$ cat config.mk
export PLATFORM = sky130hd
export DESIGN_NAME = hex_display_ctrl
export DESIGN_NICKNAME = d
export VERILOG_FILES = /design/src/rtl/hex_display_pkg.sv /design/src/rtl/hex_digit_decoder.sv /design/src/rtl/hex_display_ctrl.sv
export SDC_FILE = /design/constraint.sdc
export NUM_CORES = 1
export LEC_CHECK = 0
export CORE_ASPECT_RATIO = 1.2
export CORE_MARGIN = 2
export CORE_UTILIZATION = 40
export CTS_BUF_LIST = sky130_fd_sc_hd__clkbuf_8
export CTS_CLUSTER_DIAMETER = 40
export CTS_CLUSTER_SIZE = 8
export DETAILED_ROUTE_END_ITERATION = 12
export PLACE_DENSITY = 0.66
export SYNTH_ARGS = -nofsm -noshare
export SYNTH_HDL_FRONTEND = slang
export SYNTH_HIERARCHICAL = 1
export SYNTH_SLANG_ARGS = --single-unit
$ cat constraint.sdc
create_clock -name clk -period 2.64 [get_ports clk]
set_input_delay 0.528 -clock clk [delete_from_list [all_inputs] [get_ports clk]]
set_output_delay 0.528 -clock clk [all_outputs]
set_load 0.05 [all_outputs]
$ cat src/rtl/hex_display_pkg.sv
// Shared constants for the seven-segment display peripheral: register map,
// CTRL field positions and the active-high hex segment table.
package hex_display_pkg;

    localparam logic [1:0] ADDR_DATA   = 2'd0;
    localparam logic [1:0] ADDR_CTRL   = 2'd1;
    localparam logic [1:0] ADDR_ADD    = 2'd2;
    localparam logic [1:0] ADDR_STATUS = 2'd3;

    localparam int unsigned CTRL_EN       = 0;
    localparam int unsigned CTRL_LZB      = 1;
    localparam int unsigned CTRL_BLINK    = 2;
    localparam int unsigned CTRL_MASK_LSB = 8;

    localparam logic [15:0] CTRL_RESET = 16'h0001;

    // Segment order gfedcba; entry 15 is leftmost.
    localparam logic [15:0][6:0] SEG_TABLE = {
        7'h71, 7'h79, 7'h5E, 7'h39, 7'h7C, 7'h77, 7'h6F, 7'h7F,
        7'h07, 7'h7D, 7'h6D, 7'h66, 7'h4F, 7'h5B, 7'h06, 7'h3F
    };

endpackage

$ cat src/rtl/hex_digit_decoder.sv
// Combinational nibble to seven-segment decoder, optionally active-low.
module hex_digit_decoder
    import hex_display_pkg::*;
#(
    parameter int unsigned ACTIVE_LOW = 1
) (
    input  logic [3:0] nibble,
    output logic [6:0] seg
);

    always_comb begin
        seg = (ACTIVE_LOW != 0) ? ~SEG_TABLE[nibble] : SEG_TABLE[nibble];
    end

endmodule

$ cat src/rtl/hex_display_ctrl.sv
// Memory-mapped NUM_DIGITS seven-segment display with DATA/CTRL/ADD/STATUS
// registers, leading-zero blanking, per-digit masking and a blink timer.
module hex_display_ctrl
    import hex_display_pkg::*;
#(
    parameter int unsigned NUM_DIGITS = 6,
    parameter int unsigned BLINK_DIV  = 25_000_000,
    parameter int unsigned ACTIVE_LOW = 1
) (
    input  logic                    clk,
    input  logic                    rst,
    input  logic                    chipSelect,
    input  logic                    write,
    input  logic                    read,
    input  logic [1:0]              address,
    input  logic [31:0]             writeData,
    output logic [31:0]             readData,
    output logic [NUM_DIGITS*7-1:0] hex
);

    localparam int unsigned DW = NUM_DIGITS * 4;
    localparam int unsigned CW = $clog2(BLINK_DIV);
    localparam logic [6:0] SEG_OFF = (ACTIVE_LOW != 0) ? 7'h7F : 7'h00;

    logic [DW-1:0]           data_q, data_d;
    logic [15:0]             ctrl_q, ctrl_d;
    logic [CW-1:0]           cnt_q, cnt_d;
    logic                    phase_q, phase_d;
    logic [31:0]             rdata_d;
    logic [NUM_DIGITS*7-1:0] hex_d;
    logic [2:0]              top_idx;
    logic                    wr_en, rd_en;
    logic                    unused;

    assign wr_en  = chipSelect & write;
    assign rd_en  = chipSelect & read;
    assign unused = ^writeData;

    always_comb begin
        data_d  = data_q;
        ctrl_d  = ctrl_q;
        cnt_d   = cnt_q;
        phase_d = phase_q;

        if (ctrl_q[CTRL_BLINK]) begin
            if (cnt_q == CW'(BLINK_DIV - 1)) begin
                cnt_d   = '0;
                phase_d = ~phase_q;
            end else begin
                cnt_d = cnt_q + CW'(1);
            end
        end else begin
            cnt_d   = '0;
            phase_d = 1'b0;
        end

        // A CTRL write restarts the blink sequence from the visible phase.
        if (wr_en) begin
            case (address)
                ADDR_DATA: data_d = writeData[DW-1:0];
                ADDR_CTRL: begin
                    ctrl_d  = writeData[15:0];
                    cnt_d   = '0;
                    phase_d = 1'b0;
                end
                ADDR_ADD:  data_d = data_q + writeData[DW-1:0];
                default:   ;
            endcase
        end
    end

    always_comb begin
        rdata_d = readData;
        if (rd_en) begin
            case (address)
                ADDR_DATA, ADDR_ADD: rdata_d = 32'(data_q);
                ADDR_CTRL:           rdata_d = {16'h0, ctrl_q};
                default:             rdata_d = {31'h0, phase_q};
            endcase
        end
    end

    always_comb begin
        top_idx = '0;
        for (int i = 0; i < NUM_DIGITS; i++) begin
            if (data_q[4*i +: 4] != 4'h0) top_idx = 3'(i);
        end
    end

    logic [NUM_DIGITS-1:0][6:0] seg;

    for (genvar g = 0; g < NUM_DIGITS; g++) begin : g_digit
        logic visible;

        hex_digit_decoder #(
            .ACTIVE_LOW(ACTIVE_LOW)
        ) u_dec (
            .nibble(data_q[4*g +: 4]),
            .seg   (seg[g])
        );

        assign visible = ctrl_q[CTRL_EN] & ~ctrl_q[CTRL_MASK_LSB + g]
                       & ~(ctrl_q[CTRL_BLINK] & phase_q)
                       & ~(ctrl_q[CTRL_LZB] & (g > int'(top_idx)));
        assign hex_d[7*g +: 7] = visible ? seg[g] : SEG_OFF;
    end

    always_ff @(posedge clk or negedge rst) begin
        if (!rst) begin
            data_q   <= '0;
            ctrl_q   <= CTRL_RESET;
            cnt_q    <= '0;
            phase_q  <= 1'b0;
            readData <= '0;
            hex      <= {NUM_DIGITS{SEG_OFF}};
        end else begin
            data_q   <= data_d;
            ctrl_q   <= ctrl_d;
            cnt_q    <= cnt_d;
            phase_q  <= phase_d;
            readData <= rdata_d;
            hex      <= hex_d;
        end
    end

endmodule

==> flow_metrics.tcl, run 1 <==
set metrics [dict create \
    status "finished, final reports clean" \
    reg2reg_slack_ns 0.15 \
    overflow 0 \
    avgSynthCellArea_um2 9.33 \
    yosysWarningCount 6 \
    yosysTopAreaCell "dfrtp_1" \
    drive_above_1_share 0.235 \
    cts_hold_buf 0 \
    drv_cap 0 \
    track_usage 0.198 \
    clk_pin_slew_worst_paths_ns 0.09 \
    nNetsFinal 1181 \
    antenna_found_initial 1 \
    synth_area_leaders "dfrtp_1 27%, dfstp_2 14%, ha_1 9.0%" \
    synthArstFlopShare 1.00 \
    boundaryPins 113 \
    period_minus_slack_ns 2.55 \
    ir_drop_mv 0.485 \
    worstSetupPathType "in2reg" \
    hp-class "in2async" \
    ys_seq_area_frac 0.402 \
    dr_wl_met3_mm 1.06 \
    critPathCaptureType "register" \
    first_pass_iters 5 \
    maxClockFrequency_ghz 0.393 \
    crit_required_ns 2.98 \
    route.detailed.drc 0 \
    r2r_end "data_q[23]$_DFFE_PN0P_" \
    core_um2 20300 \
    postRouteAntennaNets 0 \
    synth_area_um2 8340 \
    reg2reg_depth 8 \
    worst_slew_pin_slew_ns 0.655 \
    clk_latency_ns 0.47 \
    cts_buffer_depth 2 \
    gp_congestion 0.917 \
    synth-edff-count 0 \
    synth_top_cells_by_count "93 x nand2_1, 89 x dfrtp_1, 78 x nor2_1" \
    syn2layout_area_growth_pct 29.1 \
    fin_crit_sh 0.965 \
    route.met2.wl_mm 10.2 \
    maxSlewViolCount 0 \
    drt_iter0_drc 364 \
    endpoint "data_q[23]$_DFFE_PN0P_" \
    synthesis.instances 894 \
    start_kind "input pin" \
    wl_per_cell_um 15.4 \
    die_h_um 162 \
    cts_root_buf "clkbuf_8" \
    power.leakage_nw 4.77 \
    cts_inserted_buffers 17 \
    grt_first_pass_wirelength_mm 34.4 \
    htreeDepth 4 \
    num_rows 57 \
    routed.top_layer "met4" \
    yosysUniqueCellTypes 68 \
    setup_viol 0 \
    hpwl_mm 15.7 \
    portBuffers 96 \
    cp.arrival_ns 2.89 \
    cts_tree "yes" \
    grt_max_degree 59 \
    vias 6968 \
    powerDensity_nw_per_um2 872 \
    path_max_fanout 4 \
    r2r-start "data_q[10]$_DFFE_PN0P_" \
    start_util 0.410 \
    netlist.area_leader.share 0.267 \
    drt-met1-wl_mm 9.14 \
    finish.utilization 0.530 \
    routed_wl_mm 21.0 \
    slew_headroom 0.559 \
    clock-sinks 132 \
    die_w_um 136 \
    finalClockSkew_ns 0.0160 \
    grt_pass1_vias 7015 \
    placed_area_um2 10200 \
    synth_ff_type "dfrtp_1" \
    ys_ff_latch 132 \
    dieArea_um2 22000 \
    synth.most_common_cell "nand2_1" \
    fin_area_um2 10800 \
    drt-vias-per-instance 5.12 \
    hold_viol_final 0 \
    startpoint "writeData[9]" \
]
flip-flops by register name, summed over array words and instances (netlist names):
register / cells
cnt_q: 25
phase_q: 1
readData: 24
data_q: 24
ctrl_q: 16
hex: 42
how the worst min path moves through the flow:
| stage | start | to | cells after the start |
|---|---|---|---|
| after detailed placement | readData[14]$_DFFE_PN0P_ | readData[14]$_DFFE_PN0P_ | 2 |
| after CTS | rst | data_q[23]$_DFFE_PN0P_ | 1 |
| final | rst | data_q[14]$_DFFE_PN0P_ | 1 |
| after global placement | readData[20]$_DFFE_PN0P_ | readData[20]$_DFFE_PN0P_ | 2 |
| after global routing | rst | data_q[14]$_DFFE_PN0P_ | 1 |
| after floorplan | rst | cnt_q[0]$_DFF_PN0_ | 0 |
power by group:
group          internal, W  switching [W]
combinational      0.00212        0.00277
sequential         0.00253       0.000220
clock             0.000875       0.000873
repair_timing:
action / CTS / global route
cloned: 0 / 0
setup endpoints to repair: 2 / 7
resized for setup: 8 / 15
pin swaps: 2 / 9
buffers inserted: 1 / 1
endpoints found under the hold margin: 0 / 0
through the flow:
step	hold slack [ns]	worst slack, ns	instances	power [W]	TNS (ns)
after detailed placement	0.473	-0.744	1325	0.00759	-5.22
final	0.0173	0.0928	1360	0.00939	0
after CTS	0.0266	0.00256	1358	0.00942	0
after global routing	0.0476	-0.00200	1360	0.0100	-0.00200
after floorplan	0.232	0.00292	901	0.00602	0
after global placement	0.462	-0.713	1325	0.00754	-5.04
kinds of logic (layout without fill, tap and decap cells):
family	count (synthesis)	in the layout	synth area share
buffers and inverters	79	272	0.0475
AO/OA/AOI/OAI	194	194	0.147
AND/OR/NAND/NOR	350	350	0.211
XOR/XNOR	42	42	0.0441
multiplexers	35	35	0.0555
flip-flops	132	132	0.402
other	1	9	0.000450
adder cells (fa/ha/maj)	61	61	0.0924
worst max-delay path, cell delays in order:
cell	delay [ns]
clkdlybuf4s50_1	0.56
ha_4	0.24
nand2_1	0.09
o221ai_2	0.15
a221oi_2	0.29
a21oi_1	0.10
or3_4	0.35
a2111oi_1	0.48
a2111oi_2	0.10
area by class of cell:
cell class                 count  area, um^2
clock buffer                  18         248
timing repair buffer         210        1840
inverter                      30         113
multi-input combinational    690        4730
fill                        1875        9560
sequential                   132        3360
clock inverter                14         153
antenna                        1        2.50
tap                          265         332
routing by layer:
| metal | global-route usage | vias up |
|---|---|---|
| met5 | 0 | - |
| met4 | 0.0848 | 0 |
| met3 | 0.0437 | 35 |
| met2 | 0.335 | 173 |
| met1 | 0.242 | 3256 |
| li1 | - | 3504 |
cells in the final DEF (no fill, tap or decap), types with 5 or more instances in the layout:
cell type	count
and3_1	6
nor2_1	78
a31oi_1	10
or3_1	21
ha_4	5
nor2b_1	30
nor2_2	6
mux2_2	15
dfrtp_1	89
dfstp_2	43
a21o_1	7
o21ai_1	8
o21ai_0	61
nand3_1	19
xor2_1	25
nor4_1	6
nand2_1	93
mux2i_1	14
clkbuf_8	18
nand2b_1	29
a32o_1	6
buf_4	113
o32ai_1	6
clkdlybuf4s50_1	89
a21oi_1	42
or3b_1	6
or2_2	24
mux4_1	5
conb_1	8
ha_1	53
inv_1	31
xnor2_1	17
nand4_1	9
a22o_1	12
nor3_1	12
(Power assumes the default switching activity.)
==> run 2, diff against run 1 <==
--- a/config.mk
+++ b/config.mk
@@ -12,7 +12,7 @@
 export CTS_CLUSTER_DIAMETER = 40
 export CTS_CLUSTER_SIZE = 8
 export DETAILED_ROUTE_END_ITERATION = 12
-export PLACE_DENSITY = 0.66
+export PLACE_DENSITY_LB_ADDON = 0.08
 export SYNTH_ARGS = -nofsm -noshare
 export SYNTH_HDL_FRONTEND = slang
 export SYNTH_HIERARCHICAL = 1
==> run 2 against run 1 <==
Net effect: register-to-register slack worse by 0.02 ns; worst setup slack worse by 0.0010 ns; via count down 0.92%.
==> flow_metrics.tcl, run 2 (synthesized netlist as in run 1, its figures left out) <==
set metrics [dict create \
    period_minus_slack_ns 2.55 \
    first_pass_iters 5 \
    layout_common_cells "111 x buf_4, 93 x nand2_1, 89 x dfrtp_1, 87 x clkdlybuf4s50_1, 78 x nor2_1" \
    cts_inserted_buffers 17 \
    setup_slack_ns 0.0917 \
    register_area_um2 3360 \
    track_usage 0.203 \
    slowest_delay_ns 0.44 \
    path_cells "clkdlybuf4s50_1, ha_1, nand4_1, o221ai_2, a221oi_2, a21oi_1, or3_4, a211o_1, a2111oi_2" \
    r2r_end "data_q[23]$_DFFE_PN0P_" \
    cts_buffer_depth 2 \
    pre_cts_ws_ns -0.758 \
    num_rows 57 \
    cp.arrival_ns 2.90 \
    final_common_cell "buf_4" \
    drive_above_1_share 0.231 \
    nNetsFinal 1179 \
    hold_viol_final 0 \
    worstSetupPathType "in2reg" \
    crit_family "compound AO/OA/AOI/OAI gates" \
    cts_hold_buf 0 \
    cts_root_buf "clkbuf_8" \
    drv_cap 0 \
    wl_per_cell_um 15.7 \
    htreeDepth 4 \
    power.leakage_nw 4.76 \
    start_util 0.410 \
    powerDensity_nw_per_um2 851 \
    grt_pass1_vias 6826 \
    cts_tree "yes" \
    total_power_w 0.00910 \
    die_h_um 162 \
    fin_crit_sh 0.965 \
    route.detailed.drc 0 \
    gp_congestion 0.897 \
    reg.largest.list "hex x42, cnt_q x25" \
    grt_max_degree 49 \
    clock-sinks 132 \
    clk_pin_slew_worst_paths_ns 0.09 \
    path_max_fanout 3 \
    portBuffers 96 \
    finalSetupTns_ns 0 \
    overflow 0 \
    finalClockSkew_ns 0.0171 \
    routed_wl_mm 21.3 \
    syn2layout_area_growth_pct 28.1 \
    holdWs_ns 0.0867 \
    r2r-start "data_q[13]$_DFFE_PN0P_" \
    status "finished, final reports clean" \
    grt_first_pass_wirelength_mm 35.1 \
    finish.utilization 0.526 \
    dieArea_um2 22000 \
    boundaryPins 113 \
    drt_iter0_drc 332 \
    hp-class "in2async" \
    hpwl_mm 15.9 \
    slew_headroom 0.588 \
    clk_latency_ns 0.46 \
    reg2reg_depth 8 \
    core_um2 20300 \
    critPathCaptureType "register" \
    maxClockFrequency_ghz 0.392 \
    critPathSlowestCell "clkdlybuf4s50_1" \
    postRouteAntennaNets 0 \
    start_kind "input pin" \
    drt-vias-per-instance 5.09 \
    ir_drop_mv 0.396 \
    largest_register_ffs 42 \
    worst_slew_pin_slew_ns 0.617 \
    multiInputGateArea_um2 4720 \
    max_flop_register "hex" \
    die_w_um 136 \
    setup_viol 0 \
    antenna_found_initial 0 \
    reg2reg_slack_ns 0.13 \
    vias 6904 \
    crit_required_ns 2.99 \
    diodes 0 \
    cp_num_buf_inv 1 \
    num-fill-cells 1963 \
    maxSlewViolCount 0 \
]
## run 2: stage by stage
stage                     instance area (um^2)  std cells
after floorplan                           8380        901
after global placement                   10200       1323
after global routing                     10700       1357
after CTS                                10600       1356
final                                    10700       1357
after detailed placement                 10200       1323
## run 2: where the power goes
part           internal (W)  switching, W  leakage (nW)
logic               0.00210       0.00275          3.00
clock network      0.000637      0.000849         0.178
registers           0.00253      0.000228          1.58
## run 2: worst max path at each step
stage                        from                endpoint  cells after the start
floorplan           writeData[10]  data_q[23]$_DFFE_PN0P_                      8
global placement    writeData[10]  data_q[23]$_DFFE_PN0P_                      9
detailed placement  writeData[10]  data_q[23]$_DFFE_PN0P_                      9
CTS                  writeData[8]  data_q[23]$_DFFE_PN0P_                      9
global route         writeData[7]  data_q[23]$_DFFE_PN0P_                      9
finish               writeData[7]  data_q[23]$_DFFE_PN0P_                      9
## run 2: per-layer routing
layer,global-route usage,vias to the layer above,share of wire
li1,-,3491,-
met1,0.258,3254,0.45
met2,0.349,126,0.50
met3,0.0371,33,0.034
met4,0.0644,0,0.021
met5,0,-,0
## run 2: cell type report
class,count,share of cell area
Timing Repair Buffer,208,0.172
Clock buffer,17,0.0219
Clock inverter,15,0.00902
Tap cell,265,0.0310
Inverter,30,0.0105
Multi-Input combinational cell,690,0.442
Sequential cell,132,0.314
## run 2: what timing repair did
item                       in CTS  in global routing
setup buffers                   1                  1
resized for setup              10                 13
pin swaps                       3                  7
setup endpoints to repair       2                  6
